--- config.mk ---
export PLATFORM = sky130hd
export DESIGN_NAME = dmem_loader
export DESIGN_NICKNAME = d
export VERILOG_FILES = /design/src/rtl/loader_defs.sv /design/src/rtl/btn_debounce.sv /design/src/rtl/dmem_loader.sv
export SDC_FILE = /design/constraint.sdc
export NUM_CORES = 1
export LEC_CHECK = 0
export BUFFER_PORTS_ARGS = -buffer_cell sky130_fd_sc_hd__buf_4
export CAP_MARGIN = 10
export CORE_UTILIZATION = 48
export CTS_CLUSTER_DIAMETER = 80
export DETAILED_ROUTE_END_ITERATION = 10
export GPL_ROUTABILITY_DRIVEN = 1
export PLACE_DENSITY = 0.81
export SYNTH_ARGS = -nofsm -noshare
export SYNTH_HDL_FRONTEND = slang
export SYNTH_SLANG_ARGS = --single-unit
--- constraint.sdc ---
create_clock -name clk -period 1.4 [get_ports clk]
set_input_delay 0.21 -clock clk [delete_from_list [all_inputs] [get_ports clk]]
set_output_delay 0.21 -clock clk [all_outputs]
set_load 0.005 [all_outputs]
--- src/rtl/loader_defs.sv ---
// Shared definitions for the data-memory host loader.
// State encoding, sizes and the byte-insert helper.
package loader_defs;

    localparam int LDR_ADDR_W = 6;
    localparam int LDR_BYTES  = 4;

    typedef enum logic [1:0] {
        ST_IDLE    = 2'd0,
        ST_COLLECT = 2'd1,
        ST_REQ     = 2'd2,
        ST_WRITE   = 2'd3
    } ldrState_t;

    // Big-endian fill: byte 0 lands in the top lane.
    function automatic logic [31:0] putByte(
        input logic [31:0] w,
        input logic [1:0]  idx,
        input logic [7:0]  b
    );
        logic [31:0] r;
        r = w;
        unique case (idx)
            2'd0: r[31:24] = b;
            2'd1: r[23:16] = b;
            2'd2: r[15:8]  = b;
            2'd3: r[7:0]   = b;
        endcase
        return r;
    endfunction

endpackage

--- src/rtl/btn_debounce.sv ---
// Push-button conditioner: two-flop synchronizer, stability
// counter and a registered one-cycle rising-edge pulse.
module btn_debounce #(
    parameter int DEBOUNCE_CYCLES = 16
) (
    input  logic clk,
    input  logic rst,
    input  logic btn,
    output logic level,
    output logic press
);

    localparam int CW = $clog2(DEBOUNCE_CYCLES) + 1;
    localparam logic [CW-1:0] CNT_LAST = CW'(DEBOUNCE_CYCLES - 1);

    logic          sync1;
    logic          sync2;
    logic          levelD;
    logic [CW-1:0] stableCnt;

    always_ff @(posedge clk or posedge rst) begin
        if (rst) begin
            sync1     <= 1'b0;
            sync2     <= 1'b0;
            level     <= 1'b0;
            levelD    <= 1'b0;
            press     <= 1'b0;
            stableCnt <= '0;
        end else begin
            sync1  <= btn;
            sync2  <= sync1;
            levelD <= level;
            press  <= level & ~levelD;
            // Any cycle agreeing with the current level restarts the count.
            if (sync2 == level) begin
                stableCnt <= '0;
            end else if (stableCnt == CNT_LAST) begin
                level     <= sync2;
                stableCnt <= '0;
            end else begin
                stableCnt <= stableCnt + 1'b1;
            end
        end
    end

endmodule

--- src/rtl/dmem_loader.sv ---
// Switch-driven data-memory writer: four button presses build a
// big-endian word, written at an auto-incrementing word address.
module dmem_loader
    import loader_defs::*;
#(
    parameter int DEBOUNCE_CYCLES = 16
) (
    input  logic                  clk,
    input  logic                  rst,
    input  logic                  Enable,
    input  logic [LDR_ADDR_W-1:0] AddrBase,
    input  logic [7:0]            Sw,
    input  logic                  BtnLoad,
    input  logic                  Grant,
    output logic                  HoldReq,
    output logic                  WrEn,
    output logic [LDR_ADDR_W-1:0] WrAddr,
    output logic [31:0]           WrData,
    output logic [1:0]            ByteIdx,
    output logic                  Busy
);

    localparam logic [1:0] LAST_BYTE = 2'(LDR_BYTES - 1);

    ldrState_t             state;
    ldrState_t             stateNext;
    logic [LDR_ADDR_W-1:0] ptr;
    logic [LDR_ADDR_W-1:0] ptrNext;
    logic [1:0]            cnt;
    logic [1:0]            cntNext;
    logic [31:0]           word;
    logic [31:0]           wordNext;
    logic                  btnLevel;
    logic                  press;
    logic                  pressOk;

    btn_debounce #(
        .DEBOUNCE_CYCLES(DEBOUNCE_CYCLES)
    ) uDebounce (
        .clk  (clk),
        .rst  (rst),
        .btn  (BtnLoad),
        .level(btnLevel),
        .press(press)
    );

    // A press only counts while the debounced button is still down.
    assign pressOk = press & btnLevel;

    always_ff @(posedge clk or posedge rst) begin
        if (rst) begin
            state <= ST_IDLE;
            ptr   <= '0;
            cnt   <= '0;
            word  <= '0;
        end else begin
            state <= stateNext;
            ptr   <= ptrNext;
            cnt   <= cntNext;
            word  <= wordNext;
        end
    end

    always_comb begin
        stateNext = state;
        ptrNext   = ptr;
        cntNext   = cnt;
        wordNext  = word;
        unique case (state)
            ST_IDLE: begin
                if (Enable) begin
                    stateNext = ST_COLLECT;
                    ptrNext   = AddrBase;
                    cntNext   = '0;
                    wordNext  = '0;
                end
            end
            ST_COLLECT: begin
                if (!Enable) begin
                    stateNext = ST_IDLE;
                    cntNext   = '0;
                    wordNext  = '0;
                end else if (pressOk) begin
                    wordNext = putByte(word, cnt, Sw);
                    cntNext  = cnt + 1'b1;
                    if (cnt == LAST_BYTE) begin
                        stateNext = ST_REQ;
                    end
                end
            end
            ST_REQ: begin
                if (Grant) begin
                    stateNext = ST_WRITE;
                end
            end
            ST_WRITE: begin
                ptrNext   = ptr + 1'b1;
                cntNext   = '0;
                stateNext = Enable ? ST_COLLECT : ST_IDLE;
            end
        endcase
    end

    assign HoldReq = (state == ST_REQ) || (state == ST_WRITE);
    assign WrEn    = (state == ST_WRITE);
    assign WrAddr  = WrEn ? ptr : '0;
    assign WrData  = WrEn ? word : '0;
    assign ByteIdx = cnt;
    assign Busy    = (state != ST_IDLE);

endmodule

==> run metrics, run 1 <==
status finished with violations; violated checks negative setup slack; gr usage total 25.3%; CP Capture Type output pin; maximum vdd ir drop 0.533 mV; CP delay by family, top flip-flops; area of placed instances 0.00313 sq mm; antenna violations before repair 0; vias in the first global route 2,099; clk sink count 52; top_reg_cell synth dfrtp_1; Die Ht 74.9 microns; Max Cap Viol 0; filler cell count 318; CP Buf/Inv Count 3; hold path endpoint word[8]; CTS root buffer clkbuf_8; Final Critical Period 1.57 ns; FF-to-FF Start state[0]; R2R setup slack -0.14 ns; Post-synth EDFFs 0; largest net degree at the start of global routing 53; min-delay worst type input port to flip-flop; final setup margin -0.174 ns; Post-Syn Area 0.00255 sq mm; # port buffers 61; die area 0.00562 sq mm; Worst-path clk slew 0.10 ns; M3 GR Usage 6.29%; ys async rst share 100%; largest buffer count on any clock path 2; # IOs 62; first-pass GRT wire length 10.3 mm; DRC 0; Final Hold Viols 0; GRT met2 Usage 40.3%; Max stage delay on crit path 0.47 ns; DRT iter0 DRCs 148; Hold Path Stages 2; Mapped Cells 230; DRT Wirelength 7.47 mm; CTS tree done; cell mode on critical path buf_6; Least-Margin Pin Slew 0.280 ns; Initial Utilization 50.0%; ant diodes 0; DRT Pass-1 Iters 4; WL per Instance 19.7 microns; Placer Congestion 0.840; Worst slew margin 81.3%; layout cells sized above 1 50.8%; grt met1 use 32.7%; Detail Route Antenna Nets 0; gr ovfl total 0; die width 74.9 microns; Startpoint Class flip-flop; crit-path cells buf_6 > clkbuf_16 > and3_4 > buf_6; fin cells 379; post-synth net total 255; worst hold margin 0.146 ns; Layout area overhead 50.5%; RSZ-0062 raised after global routing yes; r2r endpoint word[20]; R2R depth 5; Design Area, Final 0.00384 sq mm; CTS buffer count 5; number of instances in the placed design 355; Place WS -0.0956 ns; register area share after synthesis 51.0%; Leakage Power 1.84 nW; max-slew violations 0; hold path startpoint Sw[0]; gr busiest metal met2; Synth Register Bits 52; Crit path required time 1.19 ns; Worst Path Arrival 1.36 ns; row count 26; period utilization 112%; critical path class flip-flop to output pin; Avg Vias per Cell 5.89; YS warnings 0; syn_area_per_cell 11.1 sq um; Via Count 2,232; Core Util, Final 75.2%; Critical Path Slowest Stage Cell dfrtp_2; # nets final 333; crit path max fanout 5; post-synth cell types 38; clock skew 0.0138 ns; Setup-failing EPs final 77; post-DP HPWL 4.02 mm; Max H-tree Level 2; core area 0.00511 sq mm; fmax 0.635 GHz; Clock Latency Late Sink 0.32 ns; pwr/cell area 750 mW/mm^2
==> layer usage <==
| layer | wire, microns | share of wire (%) |
|---|---|---|
| met5 | 0 | 0 |
| met4 | 172 | 2.3 |
| met3 | 405 | 5.4 |
| met2 | 3860 | 52 |
| met1 | 3030 | 41 |
==> cell type report <==
class                           instances  area (sq um)  area share, %
Sequential cell                        52          1310           34.0
Timing Repair Buffer                   87           930           24.2
Tap cell                               70          87.6           2.28
Inverter                                4          18.8          0.488
Clock buffer                            6          72.6           1.89
Clock inverter                          2          16.3          0.423
Multi-Input combinational cell        158          1410           36.8
==> flip-flops by register name (all words and copies together), names as in the netlist, named ones only <==
| name | cells |
|---|---|
| uDebounce.sync1 | 1 |
| state | 1 |
| ptr | 6 |
| uDebounce.level | 1 |
| uDebounce.levelD | 1 |
| uDebounce.stableCnt | 5 |
| word | 32 |
| ByteIdx | 2 |
| uDebounce.press | 1 |
| uDebounce.sync2 | 1 |
==> layout by cell type (no fill, tap or decap), drive strengths merged, types with 2 or more instances in the layout <==
cell type,instances
and3,45
dfrtp,52
nor3,2
o22ai,3
a21oi,2
o21ai,10
nand2,13
nand3,3
clkinvlp,2
nor2,10
clkbuf,7
or2,2
ha,6
a22o,32
inv,3
and4,2
a211oi,2
buf,83
nand2b,3
mux2,2
dlygate4sd3,2
xor2,4
mux2i,3
and2,3
==> power by group <==
group	internal (mW)	switching, mW
clock network	0.357	0.516
logic	0.203	0.213
registers	1.54	0.0557
total	2.10	0.785
==> worst max-delay path by stage <==
stage                     startpoint          to  slack (ns)  depth (start not counted)
after floorplan           ByteIdx[0]    word[10]        0.06                          5
after global placement    ByteIdx[0]     word[3]      -0.006                          4
after detailed placement  ByteIdx[0]     word[9]        -0.1                          5
after CTS                   state[0]   WrData[9]       -0.16                          4
after global routing        state[0]  WrData[21]       -0.21                          3
final                       state[0]  WrData[10]       -0.17                          4
==> logic make-up after synthesis <==
| group | Yosys count | synth area share [%] |
|---|---|---|
| buffers and inverters | 20 | 3.33 |
| and+or+nand+nor | 88 | 22.0 |
| xor gates and xnor gates | 5 | 1.71 |
| muxes | 5 | 2.06 |
| adders and majority gates | 6 | 2.94 |
| DFF | 52 | 51.0 |
| AOI/OAI and AO/OA | 54 | 17.0 |
==> stage by stage <==
stage	total power [mW]	setup TNS, ns
floorplan	1.76	0
global placement	1.88	-0.0696
detailed placement	1.89	-1.56
CTS	2.82	-5.20
global route	2.98	-11.15
finish	2.88	-8.17
==> cells in the mapped netlist, types with 3 or more instances <==
library cell | instances | area [sq um]
clkbuf_1 | 10 | 37.5
o21ai_2 | 4 | 35.0
nand2b_1 | 3 | 18.8
and2_1 | 3 | 18.8
dfrtp_1 | 52 | 1300
o22ai_1 | 3 | 18.8
and3_1 | 45 | 282
o21ai_0 | 6 | 30.0
a22o_1 | 32 | 280
ha_1 | 6 | 75.1
xor2_1 | 4 | 35.0
mux2i_1 | 3 | 30.0
buf_2 | 4 | 20.0
inv_1 | 4 | 15.0
nor2_1 | 6 | 22.5
nand2_1 | 12 | 45.0
nor2_4 | 4 | 45.0
nand3_1 | 3 | 15.0
==> timing repair <==
action / 4_1_cts / 5_1_grt
gates resized for setup: 49 / 56
gates cloned: 2 / 1
hold endpoints to repair: 52 / 1
hold buffers: 1 / 1
pin swaps: 13 / 31
buffers inserted: 10 / 2
endpoints found under the setup margin: 64 / 84
Power figures use the tool's default switching activity.
==> inputs of run 2 (changes only) <==
Settings changed: ABC_CLOCK_PERIOD_IN_PS set to 1400, PLACE_DENSITY 0.81 to 0.8, SYNTH_HIERARCHICAL set to 1.
==> run 2 against run 1 <==
The run still ends with negative setup slack left; first-iteration DRC count grew 110%; sequential cell count is the same; area after synthesis grew 5.5%.
==> run metrics, run 2 <==
# nets final 368; Detail Route Antenna Nets 0; final setup margin -0.251 ns; DRC 0; R2R setup slack -0.25 ns; Setup-failing EPs final 79; gr usage total 26.1%; met1 wire length 3.68 mm; DRT Pass-1 Iters 5; post-synth net total 263; Multi-input gate area 0.00166 sq mm; Synth top cells by count 52 x dfrtp_1, 49 x and3_1, 32 x mux2_2; antenna violations before repair 0; die width 76.9 microns; CTS root buffer clkbuf_8; hold path endpoint ptr[3]; clk sink count 52; gr ovfl total 0; largest buffer count on any clock path 2; # IOs 62; violated checks negative setup slack; Hold Path Stages 3; Startpoint Class flip-flop; Least-Margin Pin Slew 0.354 ns; Final Critical Period 1.65 ns; hold path startpoint AddrBase[3]; top flop regs word (32), ptr (6), uDebounce/stableCnt (5); post-DP HPWL 4.47 mm; max-slew violations 0; Setup TNS Final -14.25 ns; syn_area_per_cell 11.3 sq um; die area 0.00592 sq mm; vias in the first global route 2,285; Clock Latency Late Sink 0.32 ns; Top reg by flops word; Post-Syn Area 0.00269 sq mm; WL per Instance 23.4 microns; Worst-path clk slew 0.10 ns; DRT iter0 DRCs 305; max reg flops 32; CP Capture Type output pin; Max H-tree Level 2; commonest non-fill, non-tap cells in the layout 56 x buf_4, 48 x dfrtp_1, 40 x buf_6, 31 x and3_4, 28 x mux2_4; DRT Wirelength 9.68 mm; Mapped Cells 238; ys async rst share 100%; RSZ-0062 raised after global routing yes; Yosys top cell by area dfrtp_1; Worst slew margin 76.4%; r2r endpoint word[19]; Placer Congestion 0.768; Leakage Power 2.16 nW; first-pass GRT wire length 11.9 mm; worst hold margin 0.158 ns; core area 0.00527 sq mm; top cells by area, synth dfrtp_1 48%, mux2_2 13%, and3_1 11%; CTS buffer count 5; Avg Vias per Cell 6.11; R2R depth 6; register area share after synthesis 48.3%; crit path max fanout 7; status finished with violations; post-synth cell types 42; Post-synth EDFFs 0; Via Count 2,525; Final Hold Viols 0; count leader, synth dfrtp_1; pwr/cell area 745 mW/mm^2; met3 wire length 664 microns; min-delay worst type input port to flip-flop; DR WL met2 4.88 mm; Max Cap Viol 0; # port buffers 61; most common cell after layout, fill and taps aside buf_4; filler cell count 257; clock skew 0.0133 ns; top_reg_cell synth dfrtp_1; Crit path required time 1.19 ns; YS warnings 6; period utilization 118%; layout cells sized above 1 61.5%; CTS tree done; top-area cell type share of the netlist area 48.3%; ant diodes 0; critical path class flip-flop to output pin; Layout area overhead 62.6%; Worst Path Arrival 1.44 ns; FF+latch area 0.00131 sq mm; fmax 0.606 GHz; Die Ht 76.9 microns; top sig layer met4; row count 26; Initial Utilization 51.1%; Synth Register Bits 52; largest net degree at the start of global routing 43; maximum vdd ir drop 0.685 mV
-- run 2: critical path, stage by stage (launching register included) --
cell     delay [ns]
dfrtp_1        0.42
buf_6          0.14
buf_8          0.14
buf_16         0.14
and3_4         0.18
buf_6          0.11
-- run 2: kinds of logic (layout without fill, tap and decap cells) --
family	Yosys count	count (layout)	share of synthesized area, %
adders and majority gates	6	6	2.79
AOI/OAI and AO/OA	22	22	8.22
xor gates and xnor gates	5	5	1.63
buffers and inverters	24	129	3.99
DFF	52	52	48.3
and+or+nand+nor	94	94	20.5
muxes	35	35	14.5
-- run 2: how the worst max path moves through the flow --
stage,to,slack (ns),startpoint,cells past startpoint
floorplan,word[16],-0.11,ByteIdx[1],5
global placement,word[6],-0.15,ByteIdx[0],4
detailed placement,word[4],-0.28,ByteIdx[0],4
CTS,word[27],-0.18,ByteIdx[0],6
global route,WrData[15],-0.28,flip-flop,5
finish,WrData[15],-0.25,flip-flop,5
-- run 2: per-layer routing --
metal / vias to the layer above / global-route usage (%)
met1: 1250 / 32.7
met4: 0 / 8.85
met2: 171 / 45.2
li1: 1066 / -
met5: - / 0
met3: 38 / 4.40
-- run 2: metrics by stage --
step	cell area (sq um)	setup slack, ns	power, mW	instances	util (%)
6_report	4380	-0.251	3.26	413	83.1
4_1_cts	4050	-0.180	3.06	402	76.9
3_3_place_gp	3430	-0.154	2.16	380	65.2
2_1_floorplan	2720	-0.112	1.99	238	-
3_5_place_dp	3430	-0.281	2.18	380	65.2
5_1_grt	4380	-0.278	3.36	413	83.1
-- run 2: power breakdown --
part / total [mW] / switching, mW / internal (mW)
logic: 0.687 / 0.319 / 0.368
registers: 1.71 / 0.108 / 1.60
clock network: 0.864 / 0.521 / 0.342
-- run 2: what timing repair did --
action	in CTS	in global routing
gates cloned	1	4
resized for setup	91	44
setup endpoints to repair	74	78
endpoints found under the hold margin	52	1
hold buffers	1	1
pin swaps	19	12
setup buffers	13	6
-- run 2: layout make-up --
class | count | share of cell area [%]
multi-input cells | 162 | 37.9
flip-flops and latches | 52 | 29.8
clock buffers | 6 | 1.66
inverters | 8 | 0.686
repair buffers | 114 | 27.8
well taps | 70 | 2.00
clock inverters | 1 | 0.114
